### src/rtl/uart_rx_ext.sv
// UART receiver with run-time frame format (5-8 data bits, optional parity, 1/2 stop bits),
// 3-sample majority voting and a valid/ready receive FIFO carrying per-character error flags.
module uart_rx_ext #(
    parameter int CNT_W      = 16,
    parameter int FIFO_DEPTH = 4,
    localparam int PTR_W     = $clog2(FIFO_DEPTH)
) (
    input  logic             i_Clock,
    input  logic             rst_i,
    input  logic             i_Rx_Serial,
    input  logic [CNT_W-1:0] i_Clks_Per_Bit,
    input  logic [1:0]       i_Data_Bits,
    input  logic             i_Parity_En,
    input  logic             i_Parity_Odd,
    input  logic             i_Two_Stop,
    input  logic             i_Rx_Ready,
    input  logic             i_Clear_Err,
    output logic             o_Rx_Valid,
    output logic [7:0]       o_Rx_Byte,
    output logic             o_Frame_Err,
    output logic             o_Parity_Err,
    output logic             o_Overflow,
    output logic             o_Break,
    output logic             o_Busy,
    output logic [PTR_W:0]   o_Fifo_Count
);

    typedef enum logic [2:0] {
        S_IDLE, S_START, S_DATA, S_PARITY, S_STOP1, S_STOP2, S_WAIT_IDLE
    } state_t;

    function automatic logic majority3(input logic [2:0] h);
        return (h[0] & h[1]) | (h[0] & h[2]) | (h[1] & h[2]);
    endfunction

    localparam logic [PTR_W:0] DEPTH_C = (PTR_W+1)'(FIFO_DEPTH);

    logic             rx_sync_p0, rx_sync_p1;
    logic [2:0]       hist_p2;
    state_t           state;
    logic [CNT_W-1:0] cnt, cpb_q;
    logic [1:0]       nbits_q;
    logic             par_en_q, par_odd_q, two_stop_q;
    logic [2:0]       idx;
    logic [7:0]       data_q;
    logic             par_bit_q, par_err_q;
    logic             bit_maj, sample_full, start_det;
    logic [CNT_W-1:0] half_cnt;
    logic [2:0]       last_idx;
    logic             push, push_ferr, push_brk;

    logic [9:0]       fifo_mem [FIFO_DEPTH];
    logic [PTR_W-1:0] wr_ptr, rd_ptr;
    logic [PTR_W:0]   fifo_cnt;
    logic             fifo_full, fifo_empty, pop, wr_en;
    logic             ovf_q, brk_q;
    logic [9:0]       head;

    // Stage p0/p1: two-flop synchroniser; p2: majority history
    always_ff @(posedge i_Clock or posedge rst_i) begin
        if (rst_i) begin
            rx_sync_p0 <= 1'b1;
            rx_sync_p1 <= 1'b1;
            hist_p2    <= 3'b111;
        end else begin
            rx_sync_p0 <= i_Rx_Serial;
            rx_sync_p1 <= rx_sync_p0;
            hist_p2    <= {hist_p2[1:0], rx_sync_p1};
        end
    end

    assign bit_maj     = majority3(hist_p2);
    assign half_cnt    = (cpb_q - CNT_W'(1)) >> 1;
    assign sample_full = (cnt == cpb_q - CNT_W'(1));
    assign last_idx    = 3'd4 + {1'b0, nbits_q};
    assign start_det   = (state == S_IDLE) && !rx_sync_p1;

    // The character is pushed in the same cycle as the final stop-bit sample.
    always_comb begin
        push      = 1'b0;
        push_ferr = 1'b0;
        if (sample_full) begin
            if (state == S_STOP1 && !(two_stop_q && bit_maj)) begin
                push      = 1'b1;
                push_ferr = !bit_maj;
            end else if (state == S_STOP2) begin
                push      = 1'b1;
                push_ferr = !bit_maj;
            end
        end
        push_brk = push && push_ferr && (data_q == 8'h00) && !(par_en_q && par_bit_q);
    end

    always_ff @(posedge i_Clock or posedge rst_i) begin
        if (rst_i) begin
            state      <= S_IDLE;
            cnt        <= '0;
            cpb_q      <= CNT_W'(4);
            nbits_q    <= 2'b11;
            par_en_q   <= 1'b0;
            par_odd_q  <= 1'b0;
            two_stop_q <= 1'b0;
            idx        <= 3'd0;
            par_bit_q  <= 1'b0;
            par_err_q  <= 1'b0;
        end else begin
            case (state)
                S_IDLE: if (start_det) begin
                    state      <= S_START;
                    cnt        <= '0;
                    cpb_q      <= (i_Clks_Per_Bit < CNT_W'(4)) ? CNT_W'(4) : i_Clks_Per_Bit;
                    nbits_q    <= i_Data_Bits;
                    par_en_q   <= i_Parity_En;
                    par_odd_q  <= i_Parity_Odd;
                    two_stop_q <= i_Two_Stop;
                    idx        <= 3'd0;
                    par_bit_q  <= 1'b0;
                    par_err_q  <= 1'b0;
                end
                S_START: if (cnt == half_cnt) begin
                    cnt   <= '0;
                    state <= bit_maj ? S_IDLE : S_DATA;
                end else begin
                    cnt <= cnt + CNT_W'(1);
                end
                S_DATA: if (sample_full) begin
                    cnt <= '0;
                    if (idx == last_idx) state <= par_en_q ? S_PARITY : S_STOP1;
                    else                 idx   <= idx + 3'd1;
                end else begin
                    cnt <= cnt + CNT_W'(1);
                end
                S_PARITY: if (sample_full) begin
                    cnt       <= '0;
                    par_bit_q <= bit_maj;
                    par_err_q <= (^data_q) ^ bit_maj ^ par_odd_q;
                    state     <= S_STOP1;
                end else begin
                    cnt <= cnt + CNT_W'(1);
                end
                S_STOP1: if (sample_full) begin
                    cnt <= '0;
                    if (two_stop_q && bit_maj) state <= S_STOP2;
                    else                       state <= bit_maj ? S_IDLE : S_WAIT_IDLE;
                end else begin
                    cnt <= cnt + CNT_W'(1);
                end
                S_STOP2: if (sample_full) begin
                    cnt   <= '0;
                    state <= bit_maj ? S_IDLE : S_WAIT_IDLE;
                end else begin
                    cnt <= cnt + CNT_W'(1);
                end
                S_WAIT_IDLE: if (rx_sync_p1) state <= S_IDLE;
                default: state <= S_IDLE;
            endcase
        end
    end

    // Data shift register; cleared at frame start so unused upper bits read 0
    always_ff @(posedge i_Clock) begin
        if (start_det)                        data_q      <= 8'h00;
        else if (state == S_DATA && sample_full) data_q[idx] <= bit_maj;
    end

    assign fifo_empty = (fifo_cnt == '0);
    assign fifo_full  = (fifo_cnt == DEPTH_C);
    assign pop        = !fifo_empty && i_Rx_Ready;
    assign wr_en      = push && (!fifo_full || pop);

    always_ff @(posedge i_Clock) begin
        if (wr_en) fifo_mem[wr_ptr] <= {par_err_q, push_ferr, data_q};
    end

    always_ff @(posedge i_Clock or posedge rst_i) begin
        if (rst_i) begin
            wr_ptr   <= '0;
            rd_ptr   <= '0;
            fifo_cnt <= '0;
            ovf_q    <= 1'b0;
            brk_q    <= 1'b0;
        end else begin
            if (wr_en) wr_ptr <= wr_ptr + PTR_W'(1);
            if (pop)   rd_ptr <= rd_ptr + PTR_W'(1);
            case ({wr_en, pop})
                2'b10:   fifo_cnt <= fifo_cnt + (PTR_W+1)'(1);
                2'b01:   fifo_cnt <= fifo_cnt - (PTR_W+1)'(1);
                default: fifo_cnt <= fifo_cnt;
            endcase
            if (push && fifo_full && !pop) ovf_q <= 1'b1;
            else if (i_Clear_Err)          ovf_q <= 1'b0;
            brk_q <= push_brk;
        end
    end

    assign head         = fifo_mem[rd_ptr];
    assign o_Rx_Valid   = !fifo_empty;
    assign o_Rx_Byte    = fifo_empty ? 8'h00 : head[7:0];
    assign o_Frame_Err  = !fifo_empty && head[8];
    assign o_Parity_Err = !fifo_empty && head[9];
    assign o_Overflow   = ovf_q;
    assign o_Break      = brk_q;
    assign o_Busy       = (state != S_IDLE);
    assign o_Fifo_Count = fifo_cnt;

endmodule

### config.mk
export PLATFORM = sky130hd
export DESIGN_NAME = uart_rx_ext
export DESIGN_NICKNAME = d
export VERILOG_FILES = /design/src/rtl/uart_rx_ext.sv
export SDC_FILE = /design/constraint.sdc
export NUM_CORES = 1
export LEC_CHECK = 0
export ABC_AREA = 1
export CORE_MARGIN = 1
export CORE_UTILIZATION = 39
export CTS_CLUSTER_DIAMETER = 200
export DETAILED_ROUTE_END_ITERATION = 8
export PLACE_DENSITY = 0.71
export SLEW_MARGIN = 20
export SYNTH_ARGS = -nofsm -noshare
export SYNTH_HDL_FRONTEND = slang
export SYNTH_SLANG_ARGS = --single-unit
### constraint.sdc
create_clock -name i_Clock -period 2.9 [get_ports i_Clock]
set_clock_uncertainty 0.1 [all_clocks]
set_input_delay 0.435 -clock i_Clock [delete_from_list [all_inputs] [get_ports i_Clock]]
set_output_delay 0.435 -clock i_Clock [all_outputs]
set_load 0.01 [all_outputs]
== Yosys cells after proc, flatten, opt, wreduce, memory -nomap -nowiden ==
Memory sizes are Yosys's and may differ from the RTL's.
Cells that the tools add are included.

* Register bits after elaboration: 67
* Logic and storage cells: 140
* RAM bits: 40
* Output and inout port bits: 17
* Memories: 1

{| class="wikitable"
|+ Memories
! name !! words !! bits a word !! rd ports !! clocked after memory_dff !! write ports !! line !! source
|-
| fifo_mem || 4 || 10 || 1 || 0 || 1 || 52 || <nowiki>logic [9:0] fifo_mem [FIFO_DEPTH];</nowiki>
|}

* Reduce and logical (&&, ||, !) cells: 39
* Equal/unequal tests: 21
* $add $sub $neg: 8
* Bitwise logic cells: 7
* $lt $le $gt $ge: 3
* Muxes and demuxes: 42

{| class="wikitable"
|+ Operators with widths
! operator !! count
|-
| $mux 16 || 4
|-
| $pmux 16 s3 || 1
|-
| $mux 3 || 14
|-
| $pmux 3 s7 || 1
|-
| $ne 2x2->1 const B || 9
|-
| $add 16x1->16 const B || 1
|-
| $eq 16x15->1 || 1
|-
| $eq 16x16->1 || 1
|-
| $lt 16x3->1 const B || 1
|-
| $sub 16x1->16 const B || 1
|-
| $logic_and 1x1->1 || 15
|-
| $mux 1 || 14
|-
| $eq 3x3->1 const B || 4
|-
| $pmux 3 s2 || 2
|-
| $bwmux 8 || 1
|-
| $logic_not 8->1 || 1
|-
| $mux 8 || 1
|-
| $reduce_and 8->1 || 1
|-
| $reduce_bool 2->1 || 4
|-
| $reduce_xor 8->1 || 1
|-
| $logic_not 1->1 || 7
|-
| $add 3x1->3 const B || 2
|-
| $eq 3x2->1 const B || 2
|-
| $logic_not 3->1 || 2
|-
| 21 further kinds || 29
|}

== Depth between registers and ports, before layout ==
* Depth after elaboration: 11
* Gate-level depth with buffers: 20

== Worst setup path after synthesis ==
OpenSTA, ideal clock, no wires.

* Path type: reg2reg
* From: reg cpb_q[0]
* To: reg fifo_cnt[2], in the netlist o_Fifo_Count[2]
* Arrival time: 2,707 ps
* Stages on the path, launching flop included: 21
* Setup slack: -37 ps
* Library setup time: 131 ps
* Cell sequence: dfrtp_1 inv_1 ha_1 nand2_2 nor2_4 nand2_1 nand2_1 nand2_1 nand2_1 inv_1 nand3b_1 nor2_1 nand3_2 nor2_2 nand2_2 ha_1 inv_1 fa_1 a21oi_1 o21ai_0 xor2_1

* Cells in the longest elaborated chain, start to end: 6
* Elaborated cells on any way between the ends: 8
* Classes of those cells: add/sub: 1; eq/ne: 3; mux: 2; reduce/logical: 2

{| class="wikitable"
|+ Ends and longest elaborated chain
! what !! line !! source
|-
| start: declaration || 41 || <nowiki>logic [CNT_W-1:0] cnt, cpb_q;</nowiki>
|-
| start signal: assignment || 111 || <nowiki>cpb_q <= (i_Clks_Per_Bit < CNT_W'(4)) ? CNT_W'(4) : i_Clks_Per_Bit;</nowiki>
|-
| $sub 16x1->16 * || 74 || <nowiki>assign sample_full = (cnt == cpb_q - CNT_W'(1));</nowiki>
|-
| $eq 16x16->1 * || 74 ||
|-
| $mux 1 * || 82 || <nowiki>if (sample_full) begin</nowiki>
|-
| $logic_and 1x1->1 * || 169 || <nowiki>assign wr_en = push && (!fifo_full || pop);</nowiki>
|-
| $eq 2x1->1 or $eq 2x2->1 (tied branches) || 185 || <nowiki>case ({wr_en, pop})</nowiki>
|-
| $pmux 3 s2 or $reduce_bool 2->1 (tied branches) || -- ||
|-
| end signal: assignment || 186 || <nowiki>2'b10: fifo_cnt <= fifo_cnt + (PTR_W+1)'(1);</nowiki>
|-
| end signal: assignment || 187 || <nowiki>2'b01: fifo_cnt <= fifo_cnt - (PTR_W+1)'(1);</nowiki>
|-
| end signal: assignment || 188 || <nowiki>default: fifo_cnt <= fifo_cnt;</nowiki>
|-
| end: declaration || 54 || <nowiki>logic [PTR_W:0] fifo_cnt;</nowiki>
|}

Mark *: on every way between the ends. The rest lies on a longest branch, timed or not.
A chain may end at the register's enable or synchronous reset.

== Final worst setup path ==
* From: reg cpb_q[1]
* To: reg fifo_cnt[1], in the netlist o_Fifo_Count[1]

Same word-level chain as after synthesis.

==> flow_summary.toml <==
[sta]
tightest_slew_ns = 0.652
setup_viol = 0
clock.fmax_mhz = 349
period_share_pct = 98.9
report.final.slew_viol_count = 0
period_minus_slack_ns = 2.87
maxSlewHeadroom_pct = 56.5
finalHoldViolCount = 0
rsz0062_at_grt = "true"

[finish]
synthToLayoutAreaGrowth_pct = 22.2
antenna_cells = 0
layout-drive-gt1-share_pct = 14.8
fin_cells = 1122
final_nets = 940

[worst_setup_path]
crit-reg2reg-launch = "cpb_q[1]"
reg2reg_to = "o_Fifo_Count[1]"
cp_data_arrival_time_ns = 3.06
critPathLaunchType = "register"
endpoint_kind = "register"
critical_path_class = "reg -> reg"
r2r_cells = 17
ff2ff_setup_slack_ns = 0.03
critPathRequiredTime_ns = 3.09
worstPathMaxFanout = 6

[place]
dp.final_hpwl_mm = 11.2
placed_cells = 1096
port_buffers = 42
place.gp.congestion = 0.955

[die]
ios = 43
start_util_pct = 39.7
core_area_um2 = 15800
die_y_um = 129
dieArea_um2 = 16600
die_w_um = 129
row_count = 46

[clock_tree]
clock-sinks = 107
clockBufferDepth = 2
worstSkewPairLatency_ns = 0.36
clock-root-buffer = "clkbuf_16"
postCtsHoldBufs = 0
cts_tree = "yes"
h-tree-depth = 3
path_clk_slew_ns = 0.08
cts_buffers = 9

[yosys]
synth_edf_count = 40
syn_inst = 831
syn_avg_cell_area_um2 = 7.56
yosysSeqAreaShare_pct = 45.3
yosysUniqueCellTypes = 39
yosys.area.top_type = "dfrtp_1"
synth_ff_type = "dfrtp_1"
syn_nets = 870
yosysWarningCount = 0
ys_top_cells_by_area = "dfrtp_1 20%, edfxtp_1 19%, nand2_1 13%, nand3_1 7.5%, nor2_1 6.8%"
ys_ff_latch = 107
syn_area_um2 = 6280
yosysTopAreaCellShare_pct = 20.3
synthArstFlopShare_pct = 55.1

[route]
viasPerCell = 5.00
routedWlPerCell_um = 13.5
drt_first_iter_violations = 334
vias = 5610
final_antenna_net_count = 0
dr.pass1.iters = 5
drc_errors = 0
routed_wirelength_mm = 15.2

[power_and_ir_drop]
finalPower_uw = 6640
irDropWorstVdd_mv = 0.477
p_leak_uw = 0.00330
power_density_nw_per_um2 = 864

[hold_path]
hold_depth = 0
hold_start = "hist_p2[0]"
hp-class = "reg -> reg"
min_to = "hist_p2[1]"

[global_routing]
grt.met2_usage_pct = 33.2
antenna_found_initial = 0
grt.total_usage_pct = 18.8
busiest_layer = "met2"
grt_overflow_total = 0
met1_usage_pct = 23.4
grt_pass1_vias = 5173
grt_pass1_wl_mm = 24.3
grt_max_degree = 45
use_met3_pct = 3.74

[job]
timing.max_cap.violations = 0

[status]
status = "finished, final reports clean"
-- report_power, final --
part	leakage, uW	switching, uW	internal (uW)
Clock	0.000144	603	612
Sequential	0.00120	313	1800
Combinational	0.00196	1980	1330
Total	0.00330	2900	3740
-- layer usage --
metal  wire [um]  up-vias
met5           0        -
met4         247        0
met3         708       22
met2        7650      156
met1        6560     2560
li1            -     2872
-- registers in the layout, indices dropped and copies added (netlist names) --
register      count
o_Fifo_Count      3
par_en_q          1
rx_sync_p1        1
o_Overflow        1
two_stop_q        1
par_bit_q         1
data_q            8
nbits_q           2
state             3
fifo_mem         40
cnt              16
o_Break           1
hist_p2           3
idx               3
wr_ptr            2
par_odd_q         1
par_err_q         1
rd_ptr            2
rx_sync_p0        1
cpb_q            16
-- final cells by class --
type                    count  area, um^2
fillers                  1510        8150
multi-input cells         618        3210
flip-flops and latches    107        2850
repair buffers             80         726
inverters                  84         319
well taps                 216         270
clock buffers               9         225
clock inverters             7        70.1
repair inverters            1        7.51
-- cell families (layout without fill, tap and decap cells) --
group / after synthesis / count (layout) / synth area share, %
buffers and inverters: 107 / 181 / 6.51
xor gates and xnor gates: 24 / 24 / 3.35
AOI/OAI and AO/OA: 83 / 83 / 6.97
adders and majority gates: 13 / 13 / 2.71
DFF: 107 / 107 / 45.3
and+or+nand+nor: 497 / 498 / 35.1
-- cell usage after synthesis (2+ instances only) --
cell	number
dfrtp_1	51
nor3_1	8
edfxtp_1	40
xnor2_1	4
o21ai_0	49
dfxtp_1	8
nand3_1	94
ha_1	12
nor2_1	114
nand2_1	219
nand3_2	3
xor2_1	20
nand2_2	8
nor2_2	7
nor4_1	4
a21oi_1	22
inv_1	83
or2_2	3
nor2_4	4
nand3b_1	3
nand4_1	25
nand2_4	2
dfstp_2	8
o21ai_1	5
clkbuf_1	21
-- worst max-delay path, cell delays in order (launching register included) --
cell and delay [ns]:
dfrtp_1 0.40, inv_2 0.08, ha_4 0.15, nand2_4 0.09
nor2_4 0.25, nand2_1 0.11, nand2_2 0.10, nand2_1 0.08
nand2_1 0.08, nand3_1 0.08, nor3_2 0.13, nand3_2 0.15
nor2_4 0.16, nand2_2 0.07, ha_2 0.17, inv_2 0.06
fa_2 0.43, o21ai_2 0.11
-- how the worst max path moves through the flow --
stage                  start               to  slack [ns]  cells after the start
floorplan           cpb_q[0]  o_Fifo_Count[2]        0.04                     20
global placement    cpb_q[0]  o_Fifo_Count[1]        0.02                     17
detailed placement  cpb_q[0]  o_Fifo_Count[1]       -0.06                     17
CTS                 cpb_q[4]  o_Fifo_Count[2]        0.02                     17
global route        cpb_q[1]  o_Fifo_Count[2]        -0.1                     20
finish              cpb_q[1]  o_Fifo_Count[1]        0.03                     17
-- cells in the final DEF (no fill, tap or decap), types with 6 or more instances in the layout --
cell type	n
clkdlybuf4s50_1	42
nand3_2	6
nand2_4	7
buf_4	35
a21oi_1	21
nor2_4	13
dfstp_2	8
nor2_1	101
clkbuf_16	9
dfrtp_1	49
xor2_1	19
nor3_1	8
nor2_2	12
inv_1	78
nand3_1	91
nand2_2	12
edfxtp_1	40
nand4_1	25
o21ai_1	7
o21ai_0	46
ha_1	10
nand2_1	210
dfxtp_1	8
-- what timing repair did --
action,CTS,global route
resized for setup,8,52
setup endpoints to repair,2,51
cloned,0,4
buffers inserted,1,5
pin swaps,3,14
-- stage by stage --
step	area [um^2]	setup WS (ns)	hold slack, ns	utilization [%]	setup TNS [ns]
2_1_floorplan	6290	0.0384	0.245	-	0
3_3_place_gp	7130	0.0239	0.258	45.1	0
3_5_place_dp	7130	-0.0554	0.260	45.1	-0.0622
4_1_cts	7450	0.0171	0.271	47.1	0
5_1_grt	7680	-0.0993	0.275	48.5	-0.323
6_report	7680	0.0321	0.269	48.5	0
No activity file was read; power rests on OpenSTA's default activity.
